`config.mk`:
```
export PLATFORM = sky130hd
export DESIGN_NAME = riscv_retire_trace_flat
export DESIGN_NICKNAME = d
export VERILOG_FILES = /design/src/rtl/riscv_retire_trace_pkg.sv /design/src/rtl/riscv_retire_trace_if.sv /design/src/rtl/riscv_retire_trace_fifo.sv /design/src/rtl/riscv_retire_trace.sv /design/src/flat_wrapper.sv
export SDC_FILE = /design/constraint.sdc
export NUM_CORES = 1
export LEC_CHECK = 0
export CORE_MARGIN = 3
export CORE_UTILIZATION = 60
export CTS_CLUSTER_DIAMETER = 30
export DETAILED_ROUTE_END_ITERATION = 8
export PLACE_DENSITY = 0.86
export SKIP_LAST_GASP = 1
export SYNTH_ARGS = -nofsm -noshare
export SYNTH_HDL_FRONTEND = slang
export SYNTH_SLANG_ARGS = --single-unit
```
`constraint.sdc`:
```
create_clock -name clk_i -period 18.5 [get_ports clk_i]
set_clock_uncertainty 0.2 [all_clocks]
set_input_delay 3.7 -clock clk_i [delete_from_list [all_inputs] [get_ports clk_i]]
set_output_delay 3.7 -clock clk_i [all_outputs]
set_load 0.01 [all_outputs]
```
`src/rtl/riscv_retire_trace_pkg.sv`:
```
`default_nettype none
// ============================================================================
// Module   : riscv_retire_trace_pkg
// Purpose  : Shared types and constants for the retirement trace buffer.
//            Memory fields of retire_rec_t exist only with RETIRE_TRACE_MEM_EN.
// Revision : 1.0 - initial release
// ============================================================================
package riscv_retire_trace_pkg;

    localparam int XLEN       = 32;
    localparam int DROP_CNT_W = 16;

    // Payload of one retired instruction; the sequence number is prepended by
    // the top because its width is a per-instance parameter.
    typedef struct packed {
        logic [XLEN-1:0] pc;
        logic [XLEN-1:0] instr;
        logic [4:0]      reg_addr;
        logic [XLEN-1:0] reg_data;
`ifdef RETIRE_TRACE_MEM_EN
        logic [XLEN-1:0] mem_addr;
        logic [XLEN-1:0] mem_data;
        logic            mem_wrt;
        logic            mem_read;
`endif
    } retire_rec_t;

    function automatic logic [DROP_CNT_W-1:0] sat_inc(input logic [DROP_CNT_W-1:0] v);
        return (&v) ? v : v + DROP_CNT_W'(1);
    endfunction

endpackage
`default_nettype wire

```
`src/rtl/riscv_retire_trace_if.sv`:
```
`default_nettype none
// ============================================================================
// Module   : riscv_retire_trace_if
// Purpose  : Valid/ready trace record channel from the buffer to its sink.
// Revision : 1.0 - initial release
// ============================================================================
interface riscv_retire_trace_if
    import riscv_retire_trace_pkg::*;
#(
    parameter int SEQ_W = 32
) ();

    logic             trace_valid;
    logic             trace_ready;
    logic [SEQ_W-1:0] tr_seq;
    logic [XLEN-1:0]  tr_pc;
    logic [XLEN-1:0]  tr_instr;
    logic [4:0]       tr_reg_addr;
    logic [XLEN-1:0]  tr_reg_data;
    logic [XLEN-1:0]  tr_mem_addr;
    logic [XLEN-1:0]  tr_mem_data;
    logic             tr_mem_wrt;
    logic             tr_mem_read;

    modport master (
        output trace_valid, tr_seq, tr_pc, tr_instr, tr_reg_addr, tr_reg_data,
               tr_mem_addr, tr_mem_data, tr_mem_wrt, tr_mem_read,
        input  trace_ready
    );

    modport slave (
        input  trace_valid, tr_seq, tr_pc, tr_instr, tr_reg_addr, tr_reg_data,
               tr_mem_addr, tr_mem_data, tr_mem_wrt, tr_mem_read,
        output trace_ready
    );

endinterface
`default_nettype wire

```
`src/rtl/riscv_retire_trace_fifo.sv`:
```
`default_nettype none
// ============================================================================
// Module   : riscv_retire_trace_fifo
// Purpose  : Generic synchronous FIFO, power-of-two depth, registered status.
// Revision : 1.0 - initial release
// ============================================================================
module riscv_retire_trace_fifo #(
    parameter int WIDTH = 8,
    parameter int DEPTH = 8
) (
    input  wire logic                     clk_i,
    input  wire logic                     rst_i,
    input  wire logic                     push_i,
    input  wire logic [WIDTH-1:0]         wdata_i,
    input  wire logic                     pop_i,
    output      logic [WIDTH-1:0]         rdata_o,
    output      logic [$clog2(DEPTH):0]   count_o,
    output      logic                     full_o,
    output      logic                     empty_o
);

    localparam int              c_aw       = $clog2(DEPTH);
    localparam int              c_cw       = c_aw + 1;
    localparam logic [c_cw-1:0] c_full_cnt = c_cw'(DEPTH);

    logic [WIDTH-1:0] r_mem [DEPTH];
    logic [c_aw-1:0]  r_wr_ptr;
    logic [c_aw-1:0]  r_rd_ptr;
    logic [c_cw-1:0]  r_count;
    logic             r_full;
    logic             r_empty;

    logic             w_do_push;
    logic             w_do_pop;
    logic [c_cw-1:0]  w_count_nxt;

    // A push into a full FIFO is legal only when the head leaves the same edge.
    assign w_do_pop  = pop_i & ~r_empty;
    assign w_do_push = push_i & (~r_full | w_do_pop);

    always_comb begin
        w_count_nxt = r_count;
        case ({w_do_push, w_do_pop})
            2'b10:   w_count_nxt = r_count + c_cw'(1);
            2'b01:   w_count_nxt = r_count - c_cw'(1);
            default: w_count_nxt = r_count;
        endcase
    end

    always_ff @(posedge clk_i or posedge rst_i) begin
        if (rst_i) begin
            r_wr_ptr <= '0;
            r_rd_ptr <= '0;
            r_count  <= '0;
            r_full   <= 1'b0;
            r_empty  <= 1'b1;
        end else begin
            if (w_do_push) r_wr_ptr <= r_wr_ptr + c_aw'(1);
            if (w_do_pop)  r_rd_ptr <= r_rd_ptr + c_aw'(1);
            r_count <= w_count_nxt;
            r_full  <= (w_count_nxt == c_full_cnt);
            r_empty <= (w_count_nxt == '0);
        end
    end

    // Storage needs no reset; the read port is masked while empty instead.
    always_ff @(posedge clk_i) begin
        if (w_do_push) r_mem[r_wr_ptr] <= wdata_i;
    end

    assign rdata_o = r_empty ? '0 : r_mem[r_rd_ptr];
    assign count_o = r_count;
    assign full_o  = r_full;
    assign empty_o = r_empty;

endmodule
`default_nettype wire

```
`src/rtl/riscv_retire_trace.sv`:
```
`default_nettype none
// ============================================================================
// Module   : riscv_retire_trace
// Purpose  : Retirement trace buffer: sequence stamping, FIFO, overflow count.
//            Define RETIRE_TRACE_MEM_EN to store and emit memory-access fields.
// Revision : 1.0 - initial release
// ============================================================================
module riscv_retire_trace
    import riscv_retire_trace_pkg::*;
#(
    parameter int DEPTH = 8,
    parameter int SEQ_W = 32
) (
    input  wire logic                    clk_i,
    input  wire logic                    rst_i,
    input  wire logic                    trace_en_i,
    input  wire logic                    update_i,
    input  wire logic [XLEN-1:0]         pc_i,
    input  wire logic [XLEN-1:0]         instr_i,
    input  wire logic [4:0]              reg_addr_i,
    input  wire logic [XLEN-1:0]         reg_data_i,
    input  wire logic [XLEN-1:0]         mem_addr_i,
    input  wire logic [XLEN-1:0]         mem_data_i,
    input  wire logic                    mem_wrt_i,
    input  wire logic                    mem_read_i,
    riscv_retire_trace_if.master         trace,
    output      logic [$clog2(DEPTH):0]  count_o,
    output      logic                    full_o,
    output      logic                    empty_o,
    output      logic                    ovf_o,
    output      logic [DROP_CNT_W-1:0]   drop_cnt_o
);

    localparam int c_pay_w = $bits(retire_rec_t);
    localparam int c_rec_w = SEQ_W + c_pay_w;

    logic [SEQ_W-1:0]      r_seq;
    logic                  r_ovf;
    logic [DROP_CNT_W-1:0] r_drop_cnt;

    logic                  w_want;
    logic                  w_push;
    logic                  w_pop;
    logic                  w_drop;
    logic                  w_full;
    logic                  w_empty;
    retire_rec_t           w_pay_in;
    retire_rec_t           w_pay_out;
    logic [c_rec_w-1:0]    w_rec_out;

    assign w_pop  = ~w_empty & trace.trace_ready;
    assign w_want = update_i & trace_en_i;
    assign w_push = w_want & (~w_full | w_pop);
    assign w_drop = w_want & w_full & ~w_pop;

    always_comb begin
        w_pay_in          = '0;
        w_pay_in.pc       = pc_i;
        w_pay_in.instr    = instr_i;
        w_pay_in.reg_addr = reg_addr_i;
        w_pay_in.reg_data = reg_data_i;
`ifdef RETIRE_TRACE_MEM_EN
        w_pay_in.mem_addr = mem_addr_i;
        w_pay_in.mem_data = mem_data_i;
        w_pay_in.mem_wrt  = mem_wrt_i;
        w_pay_in.mem_read = mem_read_i;
`endif
    end

    // The counter tracks every retirement so gaps in tr_seq reveal lost records.
    always_ff @(posedge clk_i or posedge rst_i) begin
        if (rst_i) begin
            r_seq      <= '0;
            r_ovf      <= 1'b0;
            r_drop_cnt <= '0;
        end else begin
            if (update_i) r_seq <= r_seq + SEQ_W'(1);
            if (w_drop) begin
                r_ovf      <= 1'b1;
                r_drop_cnt <= sat_inc(r_drop_cnt);
            end
        end
    end

    riscv_retire_trace_fifo #(
        .WIDTH (c_rec_w),
        .DEPTH (DEPTH)
    ) u_fifo (
        .clk_i   (clk_i),
        .rst_i   (rst_i),
        .push_i  (w_push),
        .wdata_i ({r_seq, w_pay_in}),
        .pop_i   (w_pop),
        .rdata_o (w_rec_out),
        .count_o (count_o),
        .full_o  (w_full),
        .empty_o (w_empty)
    );

    assign w_pay_out         = retire_rec_t'(w_rec_out[c_pay_w-1:0]);
    assign trace.trace_valid = ~w_empty;
    assign trace.tr_seq      = w_rec_out[c_rec_w-1 -: SEQ_W];
    assign trace.tr_pc       = w_pay_out.pc;
    assign trace.tr_instr    = w_pay_out.instr;
    assign trace.tr_reg_addr = w_pay_out.reg_addr;
    assign trace.tr_reg_data = w_pay_out.reg_data;

`ifdef RETIRE_TRACE_MEM_EN
    assign trace.tr_mem_addr = w_pay_out.mem_addr;
    assign trace.tr_mem_data = w_pay_out.mem_data;
    assign trace.tr_mem_wrt  = w_pay_out.mem_wrt;
    assign trace.tr_mem_read = w_pay_out.mem_read;
`else
    logic w_unused_mem;
    assign w_unused_mem      = ^{mem_addr_i, mem_data_i, mem_wrt_i, mem_read_i};
    assign trace.tr_mem_addr = '0;
    assign trace.tr_mem_data = '0;
    assign trace.tr_mem_wrt  = 1'b0;
    assign trace.tr_mem_read = 1'b0;
`endif

    assign full_o     = w_full;
    assign empty_o    = w_empty;
    assign ovf_o      = r_ovf;
    assign drop_cnt_o = r_drop_cnt;

endmodule
`default_nettype wire

```
`src/flat_wrapper.sv`:
```
// flat-port wrapper written by rule: the top's interface ports become plain ports
module riscv_retire_trace_flat import riscv_retire_trace_pkg::*;
#(
    parameter int DEPTH = 8,
    parameter int SEQ_W = 32
)
  (clk_i, rst_i, trace_en_i, update_i, pc_i, instr_i, reg_addr_i, reg_data_i, mem_addr_i, mem_data_i, mem_wrt_i, mem_read_i, count_o, full_o, empty_o, ovf_o, drop_cnt_o, trace_trace_valid, trace_tr_seq, trace_tr_pc, trace_tr_instr, trace_tr_reg_addr, trace_tr_reg_data, trace_tr_mem_addr, trace_tr_mem_data, trace_tr_mem_wrt, trace_tr_mem_read, trace_trace_ready);
  riscv_retire_trace_if #(.SEQ_W(SEQ_W)) trace_i ();
  input  wire logic clk_i;
  input  wire logic rst_i;
  input  wire logic trace_en_i;
  input  wire logic update_i;
  input  wire logic [XLEN-1:0] pc_i;
  input  wire logic [XLEN-1:0] instr_i;
  input  wire logic [4:0] reg_addr_i;
  input  wire logic [XLEN-1:0] reg_data_i;
  input  wire logic [XLEN-1:0] mem_addr_i;
  input  wire logic [XLEN-1:0] mem_data_i;
  input  wire logic mem_wrt_i;
  input  wire logic mem_read_i;
  output      logic [$clog2(DEPTH):0] count_o;
  output      logic full_o;
  output      logic empty_o;
  output      logic ovf_o;
  output      logic [DROP_CNT_W-1:0] drop_cnt_o;
  output wire logic [$bits(trace_i.trace_valid)-1:0] trace_trace_valid;
  output wire logic [$bits(trace_i.tr_seq)-1:0] trace_tr_seq;
  output wire logic [$bits(trace_i.tr_pc)-1:0] trace_tr_pc;
  output wire logic [$bits(trace_i.tr_instr)-1:0] trace_tr_instr;
  output wire logic [$bits(trace_i.tr_reg_addr)-1:0] trace_tr_reg_addr;
  output wire logic [$bits(trace_i.tr_reg_data)-1:0] trace_tr_reg_data;
  output wire logic [$bits(trace_i.tr_mem_addr)-1:0] trace_tr_mem_addr;
  output wire logic [$bits(trace_i.tr_mem_data)-1:0] trace_tr_mem_data;
  output wire logic [$bits(trace_i.tr_mem_wrt)-1:0] trace_tr_mem_wrt;
  output wire logic [$bits(trace_i.tr_mem_read)-1:0] trace_tr_mem_read;
  input wire logic [$bits(trace_i.trace_ready)-1:0] trace_trace_ready;
  assign trace_trace_valid = trace_i.trace_valid;
  assign trace_tr_seq = trace_i.tr_seq;
  assign trace_tr_pc = trace_i.tr_pc;
  assign trace_tr_instr = trace_i.tr_instr;
  assign trace_tr_reg_addr = trace_i.tr_reg_addr;
  assign trace_tr_reg_data = trace_i.tr_reg_data;
  assign trace_tr_mem_addr = trace_i.tr_mem_addr;
  assign trace_tr_mem_data = trace_i.tr_mem_data;
  assign trace_tr_mem_wrt = trace_i.tr_mem_wrt;
  assign trace_tr_mem_read = trace_i.tr_mem_read;
  assign trace_i.trace_ready = trace_trace_ready;
  riscv_retire_trace #(.DEPTH(DEPTH), .SEQ_W(SEQ_W)) u_core (.clk_i(clk_i), .rst_i(rst_i), .trace_en_i(trace_en_i), .update_i(update_i), .pc_i(pc_i), .instr_i(instr_i), .reg_addr_i(reg_addr_i), .reg_data_i(reg_data_i), .mem_addr_i(mem_addr_i), .mem_data_i(mem_data_i), .mem_wrt_i(mem_wrt_i), .mem_read_i(mem_read_i), .trace(trace_i), .count_o(count_o), .full_o(full_o), .empty_o(empty_o), .ovf_o(ovf_o), .drop_cnt_o(drop_cnt_o));
endmodule
```
# Word level (Yosys, flattened, before mapping)
# Memory sizes are Yosys's and may differ from the RTL's.
# Index checks and enable logic that the tools add are counted.
op_classes:
  n_addsub: 6
  eq_ne: 3
  bitwise_logic: 13
  reduce_logical: 3
  mux: 4
ops:
  columns: ["op", "n"]
  rows:
  - ["133-bit 2-to-1 mux", 1]
  - ["32-bit by 1-bit adder with 32-bit output (second input constant)", 1]
  - ["16-bit by 1-bit adder with 16-bit output (second input constant)", 1]
  - ["16-bit AND reduction", 1]
  - ["4-bit one-hot mux with 2 select lines", 1]
  - ["1-bit AND", 7]
  - ["3-bit by 1-bit adder with 3-bit output (second input constant)", 2]
  - ["4-bit by 1-bit adder with 4-bit output (second input constant)", 1]
  - ["4-bit equality test (second input constant)", 1]
  - ["4-bit logical NOT", 1]
  - ["1-bit NOT", 4]
  - ["4-bit by 1-bit subtractor with 4-bit output (second input constant)", 1]
  - ["2-bit by 1-bit equality test with 1-bit output (second input constant)", 1]
  - ["2-bit equality test (second input constant)", 1]
  - ["1-bit 2-to-1 mux", 2]
  - ["1-bit bitwise OR", 2]
  - ["2-bit AND reduction", 1]
word_totals:
  n_memories: 1
  output_inout_bits: 223
  reg_bits: 61
  ram_bits: 1064
  in_bits: 172
memory_table:
  columns: ["memory", "depth", "word_bits", "read_ports", "rd_clocked_by_memory_dff", "write_ports", "line", "rtl"]
  rows:
  - ["u_core.u_fifo.r_mem", 8, 133, 1, 0, 1, "riscv_retire_trace_fifo.sv:26", "logic [WIDTH-1:0] r_mem [DEPTH];"]

# Logic depth before layout (Yosys ltp)
# Gate-level depths: netlist of run 1.
depth:
  ltp_word: 8
  ltp_mapped: 11
  depth_no_buf: 10

# Hierarchy
# A second synthesis of run 1 with hierarchy kept.
unflattened:
  hier_cells: 2031
  hier_area_um2: 43978.4
by_module_without_submodules:
  columns: ["mod", "area_per_inst_um2", "cells_each", "n_inst", "seq_area_each_um2"]
  rows:
  - ["riscv_retire_trace_fifo", 41091.9, 1759, 1, 32252.2]
  - ["riscv_retire_trace", 2886.5, 272, 1, 1226.2]

# Least setup slack after synthesis of run 1
# No wires, ideal clock.
synth_path:
  path_type: "input port to flip-flop"
  start: "input port update_i"
  end: "memory u_core.u_fifo.r_mem[0][0] (netlist name), enable pin"
  path_stages: 5
  setup_ns: 0.788
  path_buffers: 1
  required_ns: 17.512
  t_arrival_ns: 13.414
  path_slack_ns: 4.098
  cell_sequence: "buf_2 -> nand2_1 -> a21oi_1 -> nand2b_1 -> nor3_1"
synth_via:
  elab_chain_cells: 5
synth_lines:
  columns: ["element", "line", "rtl"]
  rows:
  - ["start: declaration", "flat_wrapper.sv:12", "input wire logic update_i;"]
  - ["1-bit AND", "riscv_retire_trace.sv:52", "assign w_want = update_i & trace_en_i;"]
  - ["1-bit AND", "riscv_retire_trace.sv:53", "assign w_push = w_want & (~w_full | w_pop);"]
  - ["1-bit AND", "riscv_retire_trace_fifo.sv:39", "assign w_do_push = push_i & (~r_full | w_do_pop);"]
  - ["1-bit 2-to-1 mux", "riscv_retire_trace_fifo.sv:68", "if (w_do_push) r_mem[r_wr_ptr] <= wdata_i;"]
  - ["1-bit 2-to-1 mux (not written as such)", "riscv_retire_trace_fifo.sv:68", null]
  - ["end: declaration", "riscv_retire_trace_fifo.sv:26", null]
# No other way between the ends.

# Final worst setup path of run 1
layout_path:
  start: "register u_core.u_fifo.r_rd_ptr[1]"
  end: "output port trace_tr_seq[24]"
layout_via:
  elab_chain_cells: 2
layout_lines:
  columns: ["element", "line", "rtl"]
  rows:
  - ["start: declaration", "riscv_retire_trace_fifo.sv:28", "logic [c_aw-1:0] r_rd_ptr;"]
  - ["start signal: assignment", "riscv_retire_trace_fifo.sv:59", "if (w_do_pop) r_rd_ptr <= r_rd_ptr + c_aw'(1);"]
  - ["memory read 8 x 133 bit", null, null]
  - ["133-bit 2-to-1 mux", "riscv_retire_trace_fifo.sv:71", "assign rdata_o = r_empty ? '0 : r_mem[r_rd_ptr];"]
  - ["end: declaration", "flat_wrapper.sv:27", "output wire logic [$bits(trace_i.tr_seq)-1:0] trace_tr_seq;"]
# No other way between the ends.

==> results of run 1 <==
[flip-flops by register name (all words and copies together) (netlist names)]
name and flops:
u_core.drop_cnt_o 16, u_core.u_fifo.r_wr_ptr 3, u_core.r_seq 32, u_core.ovf_o 1, u_core.u_fifo.full_o 1, u_core.u_fifo.count_o 4
u_core.u_fifo.empty_o 1, u_core.u_fifo.r_mem 1064, u_core.u_fifo.r_rd_ptr 3
[layer usage]
| metal | track usage, % | up-vias |
|---|---|---|
| li1 | - | 8992 |
| met5 | 0 | - |
| met2 | 43.41 | 1053 |
| met3 | 6.282 | 208 |
| met1 | 33.85 | 11460 |
| met4 | 9.438 | 10 |
[synth_stat cells, types with 2 or more instances]
library cell,number,area [sq um]
nand4_1,14,87.58
xnor2_1,24,210.2
inv_1,12,45.04
nor3_1,10,50.05
nor4_1,5,31.28
nor4_2,3,37.54
and3_1,6,37.54
xor2_1,28,245.2
mux2i_1,134,1341
mux4_2,266,5991
buf_1,25,93.84
or2_1,2,12.51
nand4_2,2,25.02
a211oi_1,5,37.54
nor2b_1,2,12.51
and4_1,5,43.79
buf_2,19,95.09
and2_1,3,18.77
buf_4,90,675.7
mux2_2,3,33.78
nand2b_1,4,25.02
ha_1,7,87.58
a21oi_1,3,15.01
nand2_1,25,93.84
dfrtp_1,60,1501
a2111oi_2,2,30.03
clkbuf_1,27,101.4
nand3_1,13,65.06
nor2_1,148,555.5
edfxtp_1,1064,31950
[critical path, stage by stage, from the launching register on]
cell and delay (ns):
dfrtp_4 1.16, buf_4 0.79, buf_4 0.79, mux4_2 0.38, mux2i_1 0.07, nor2_1 0.26
clkdlybuf4s50_1 0.60
[power by group through the flow]
stage	clock network [mW]	registers (mW)	logic, mW
5_1_grt	3.40	3.20	2.43
4_1_cts	3.29	3.18	2.32
6_report	3.26	3.18	2.29
2_1_floorplan	0	3.17	1.46
3_5_place_dp	0	3.22	2.27
3_3_place_gp	0	3.20	2.24
[per-stage QoR]
stage / instance area (sq um) / worst slack, ns / instances / utilization (%) / total power, mW
after floorplan: 44030 / 4.098 / 2098 / - / 4.625
after global placement: 47190 / 10.30 / 3182 / 65.67 / 5.436
after detailed placement: 47190 / 10.25 / 3182 / 65.67 / 5.489
after CTS: 53180 / 9.560 / 3507 / 74.01 / 8.793
after global routing: 53190 / 9.347 / 3514 / 74.03 / 9.037
final: 53200 / 9.619 / 3517 / 74.04 / 8.724
[area by class of cell]
type	count	share of cell area, %
multi-input combinational	797	17.99
timing repair buffer	297	5.423
clock buffer	193	8.532
tap	950	2.234
sequential	1125	62.96
inverter	13	0.09172
clock inverter	132	2.721
antenna	10	0.04704
[cells by family after synthesis]
logic type               count (synthesis)
AND/OR/NAND/NOR                        251
AO/OA/AOI/OAI                           17
adder cells (fa/ha/maj)                  7
XOR/XNOR                                52
flip-flops                            1125
multiplexers                           404
buffers and inverters                  176
other                                    1
[cell usage in the layout (no fill, tap or decap), drive strengths merged, types with 2 or more instances in the layout]
cell type         n
ha                7
inv              41
nand2            25
xnor2            24
or2               3
clkinv           70
clkinvlp         18
nor3             10
a211oi            5
and2              4
and4              5
nor4b             2
nor2            148
bufinv           16
clkbuf          193
clkdlybuf4s50   262
nand4            16
mux4            266
dfrtp            60
nand3            13
diode            10
conb             66
mux2              4
and3              6
edfxtp         1064
nor2b             2
mux2i           134
nand2b            5
a21oi             4
xor2             28
nor4              9
a2111oi           3
buf              35
[path summary, 6_finish.rpt]
path	start	to	slack, ns	cells after the start
max	u_core.u_fifo.r_rd_ptr[1]	trace_tr_seq[24]	9.62	6
min	u_core.ovf_o	u_core.ovf_o	0.28	1
max reg2reg	u_core.u_fifo.empty_o	u_core.u_fifo.r_mem[3][87]	13.69	5
min reg2reg	u_core.ovf_o	u_core.ovf_o	0.28	1
max in group asynchronous	rst_i	u_core.u_fifo.r_rd_ptr[2]	14.09	3
min in group asynchronous	rst_i	u_core.drop_cnt_o[13]	3.33	3
==> reports/qor.yml, run 1 <==
pwr:
  p_leak_nw: 17.98
  p_seq_share_pct: 36.5
  ir_drop_mv: 0.1285
  p_sw_share_pct: 28.68
  clkPwrFrac_pct: 37.3
  power_frac_comb_pct: 26.2
  intPower_mw: 6.222
  power.density_nw_per_um2: 164.0
  switchingPower_mw: 2.502
drt:
  vias: 21730
  wl_microns: 97880
  post_drt_via_cell_ratio: 6.178
  met2_length_microns: 50640
  wl_per_cell_microns: 27.83
  wl_met1_microns: 37240
  ant_nets: 0
  drt-pass1-iter-count: 5
  drt-initial-drc-count: 2129
  routed.top_layer: "met5"
  route.detailed.drc: 0
  route.met3.wl_microns: 7354
global_route:
  grt_usage_pct: 26.01
  grt_pass1_vias: 23530
  grt_max_degree: 83
  grt_overflow: 0
  grt_pass1_wl_microns: 148700
  grt_antenna_before_repair: 15
synth:
  synthArstFlopShare_pct: 5.422
  ys_warn_count: 0
  yosysUniqueCellTypes: 52
  synth.avg_cell_area_sq_um: 21.54
  synth_mux_area_share_pct: 16.86
  synthCells: 2033
  synthFlopType: "edfxtp_1"
  yosys.area_share.simple_pct: 2.752
  netlist_area_sq_um: 43790
  synth_edf_count: 1064
  yosys.area_share.xor_xnor_pct: 1.040
  synth_top_family_by_area: "multiplexers"
  synth_seq_cells: 1125
  synth-adder-area-share_pct: 0.2000
  yosysSeqAreaShare_pct: 76.46
  synth_compound_area_share_pct: 0.3229
setup_path:
  critPathCaptureType: "output pin"
  worstPathRequired_ns: 14.60
  worstSetupStartpointType: "flop"
  arrival_ns: 4.98
  worstPathMaxFanout: 75
  crit_type: "reg -> out"
die:
  rows: 98
  pin_count: 395
  die_h_microns: 276.1
  core_sq_um: 71850
  die_w_microns: 276.1
  fp.dieArea_sq_um: 76250
  start_util_pct: 60.94
sta:
  relSlewSlack_pct: 21.07
  rsz0062_at_grt: "false"
  drv_slew: 0
  period_share_pct: 48.01
  fin_crit_ns: 8.881
  finalSetupTns_ns: 0
  tightest_slew_ns: 1.184
  hold_viol_final: 0
  hold_ws_ns: 0.2771
  setup_viol: 0
  fmax_mhz: 112.6
clock_tree:
  clk_pin_slew_ns: 0.05
  tritoncts: "done"
  h-tree-depth: 4
  clockBufferDepth: 3
  clockRootBuffer: "clkbuf_16"
  worstSkewPairLatency_ns: 0.73
  cts.sinks: 1125
  numCtsBuffers: 174
  post-cts-setup-buffer-count: 0
  cts_hold_buffers: 0
  cts_resized: 0
min_path:
  hp-class: "reg -> reg"
finish:
  n_fill_cell: 3843
  drive_above_1_share_pct: 24.48
  final_nets: 2587
  multi_input_area_sq_um: 9573
  area_growth_pct: 21.50
  regArea_sq_um: 33490
status:
  status: "completed"
placement:
  gp_congestion: 0.7633
  portBuffers: 262
  hpwlAfterDp_microns: 47240
run:
  drv_cap: 0
Note: power is estimated with default switching activity, not from simulation.
==> inputs of run 2 (changes only) <==
--- a/config.mk
+++ b/config.mk
@@ -6,10 +6,10 @@
 export NUM_CORES = 1
 export LEC_CHECK = 0
 export CORE_MARGIN = 3
-export CORE_UTILIZATION = 60
+export CORE_UTILIZATION = 52
 export CTS_CLUSTER_DIAMETER = 30
 export DETAILED_ROUTE_END_ITERATION = 8
-export PLACE_DENSITY = 0.86
+export PLACE_DENSITY = 0.79
 export SKIP_LAST_GASP = 1
 export SYNTH_ARGS = -nofsm -noshare
 export SYNTH_HDL_FRONTEND = slang
==> constraint.sdc (replaced) <==
create_clock -name clk_i -period 7.39 [get_ports clk_i]
set_clock_uncertainty 0.2 [all_clocks]
set_input_delay 1.478 -clock clk_i [delete_from_list [all_inputs] [get_ports clk_i]]
set_output_delay 1.478 -clock clk_i [all_outputs]
set_load 0.01 [all_outputs]
==> run 2 against run 1 <==
First-iteration DRC count fell by 19%. Combinational power rose to 2.5 times the previous value. Sequential power rose to 2.5 times the previous value. Count of clock-buffer cells in the layout rose by 14. Critical path depth fell by 1. Die area rose by 15%. Global-route usage fell by 4.1 points. Core utilization fell by 9.1 points. Setup slack got worse by 7.8 ns.
==> reports/qor.yml, run 2 (same netlist as run 1, synthesis figures left out) <==
status:
  status: "completed"
sta:
  drv_slew: 0
  period_share_pct: 75.62
  setup_viol: 0
  fin_crit_ns: 5.588
  rsz0062_at_grt: "false"
  layout_setup_ws_ns: 1.802
  hold_ws_ns: 0.2775
  fmax_mhz: 179.0
  finalSetupTns_ns: 0
  hold_viol_final: 0
  tightest_slew_ns: 1.172
  relSlewSlack_pct: 21.84
drt:
  wl_per_cell_microns: 25.91
  drt-initial-drc-count: 1730
  route.detailed.drc: 0
  ant_nets: 0
  post_drt_via_cell_ratio: 5.869
  vias: 21380
  drt-pass1-iter-count: 5
  wl_microns: 94390
die:
  start_util_pct: 52.90
  die_w_microns: 296.2
  die_h_microns: 296.2
  rows: 105
  pin_count: 395
  core_sq_um: 82770
  fp.dieArea_sq_um: 87720
clock_tree:
  clockBufferDepth: 3
  clk_pin_slew_ns: 0.05
  clockRootBuffer: "clkbuf_16"
  cts_hold_buffers: 0
  post-cts-setup-buffer-count: 0
  numCtsBuffers: 178
  h-tree-depth: 4
  cts_resized: 0
  cts.sinks: 1125
  worstSkewPairLatency_ns: 0.75
  tritoncts: "done"
pwr:
  p_sw_share_pct: 28.51
  p_seq_share_pct: 36.4
  switchingPower_mw: 6.249
  p_leak_nw: 18.07
  p_total_mw: 21.92
  power.density_nw_per_um2: 407.7
  clkPwrFrac_pct: 37.3
  power_frac_comb_pct: 26.3
  intPower_mw: 15.67
  ir_drop_mv: 0.2788
placement:
  place_ws_ns: 2.255
  portBuffers: 262
  hpwlAfterDp_microns: 47610
  place_area_sq_um: 47640
  place_inst: 3302
  gp_congestion: 0.7185
finish:
  utilization_pct: 64.95
  mostFrequentLayoutCells: "edfxtp_1 (1064), mux4_2 (266), clkdlybuf4s50_1 (262)"
  layout_commonest_cell: "edfxtp_1"
  top_register: "u_core.u_fifo.r_mem"
  area_growth_pct: 22.77
  largest_reg_flops: 1064
  drive_above_1_share_pct: 24.29
  design_area_sq_um: 53760
  final_nets: 2591
  layout.cells.non_filler: 3643
global_route:
  grt_usage_pct: 21.91
  grt_pass1_wl_microns: 142500
  grt_overflow: 0
  grt_max_degree: 115
  grt_pass1_vias: 23010
  grt_antenna_before_repair: 11
setup_path:
  crit_type: "reg -> out"
  r2r_end: "u_core.u_fifo.r_mem[3][35]"
  r2r_cells: 5
  arrival_ns: 3.91
  cp-startpoint: "u_core.u_fifo.r_rd_ptr[0]"
  worstPathRequired_ns: 5.71
  reg2reg_from: "u_core.u_fifo.empty_o"
  worstPathMaxFanout: 47
  worstSetupStartpointType: "flop"
  critPathCaptureType: "output pin"
  endpoint: "trace_tr_reg_addr[0]"
  r2r_slack_ns: 3.42
run:
  drv_cap: 0
min_path:
  hp-class: "reg -> reg"
[run 2: metal layers]
layer | routed length, microns | part of all wire, % | track usage, %
met5 | 58 | 0.061 | 0
met4 | 2350 | 2.5 | 7.725
met3 | 6319 | 6.7 | 5.130
met2 | 48950 | 52 | 36.51
met1 | 36710 | 39 | 28.66
[run 2: final cells by class]
class	count	area, sq um
timing repair buffer	297	3173
inverter	13	48.80
fill	5198	29010
clock buffer	207	4666
multi-input combinational	797	9585
sequential	1125	33490
antenna	8	20.02
clock inverter	126	1430
tap	1070	1339
[run 2: worst min-delay path by stage]
stage,cells past startpoint,start,endpoint,slack (ns)
floorplan,1,u_core.u_fifo.r_wr_ptr[0],u_core.u_fifo.r_wr_ptr[0],0.28
global placement,1,u_core.ovf_o,u_core.ovf_o,0.26
detailed placement,1,u_core.ovf_o,u_core.ovf_o,0.27
CTS,1,u_core.ovf_o,u_core.ovf_o,0.28
global route,1,u_core.ovf_o,u_core.ovf_o,0.32
finish,1,u_core.ovf_o,u_core.ovf_o,0.28
[run 2: critical path, cell delays in order (launching register included)]
cell and delay [ns]:
dfrtp_4 1.06, buf_4 0.63, mux4_2 0.58, mux2i_1 0.20
nor2_1 0.08, clkdlybuf4s50_1 0.56
[run 2: power groups by stage]
stage / clock network (mW) / registers, mW / logic (mW)
4_1_cts: 8.33 / 7.98 / 5.85
3_5_place_dp: 0 / 8.09 / 5.77
2_1_floorplan: 0 / 7.91 / 3.65
5_1_grt: 8.64 / 8.03 / 6.14
3_3_place_gp: 0 / 8.03 / 5.70
6_report: 8.19 / 7.97 / 5.76
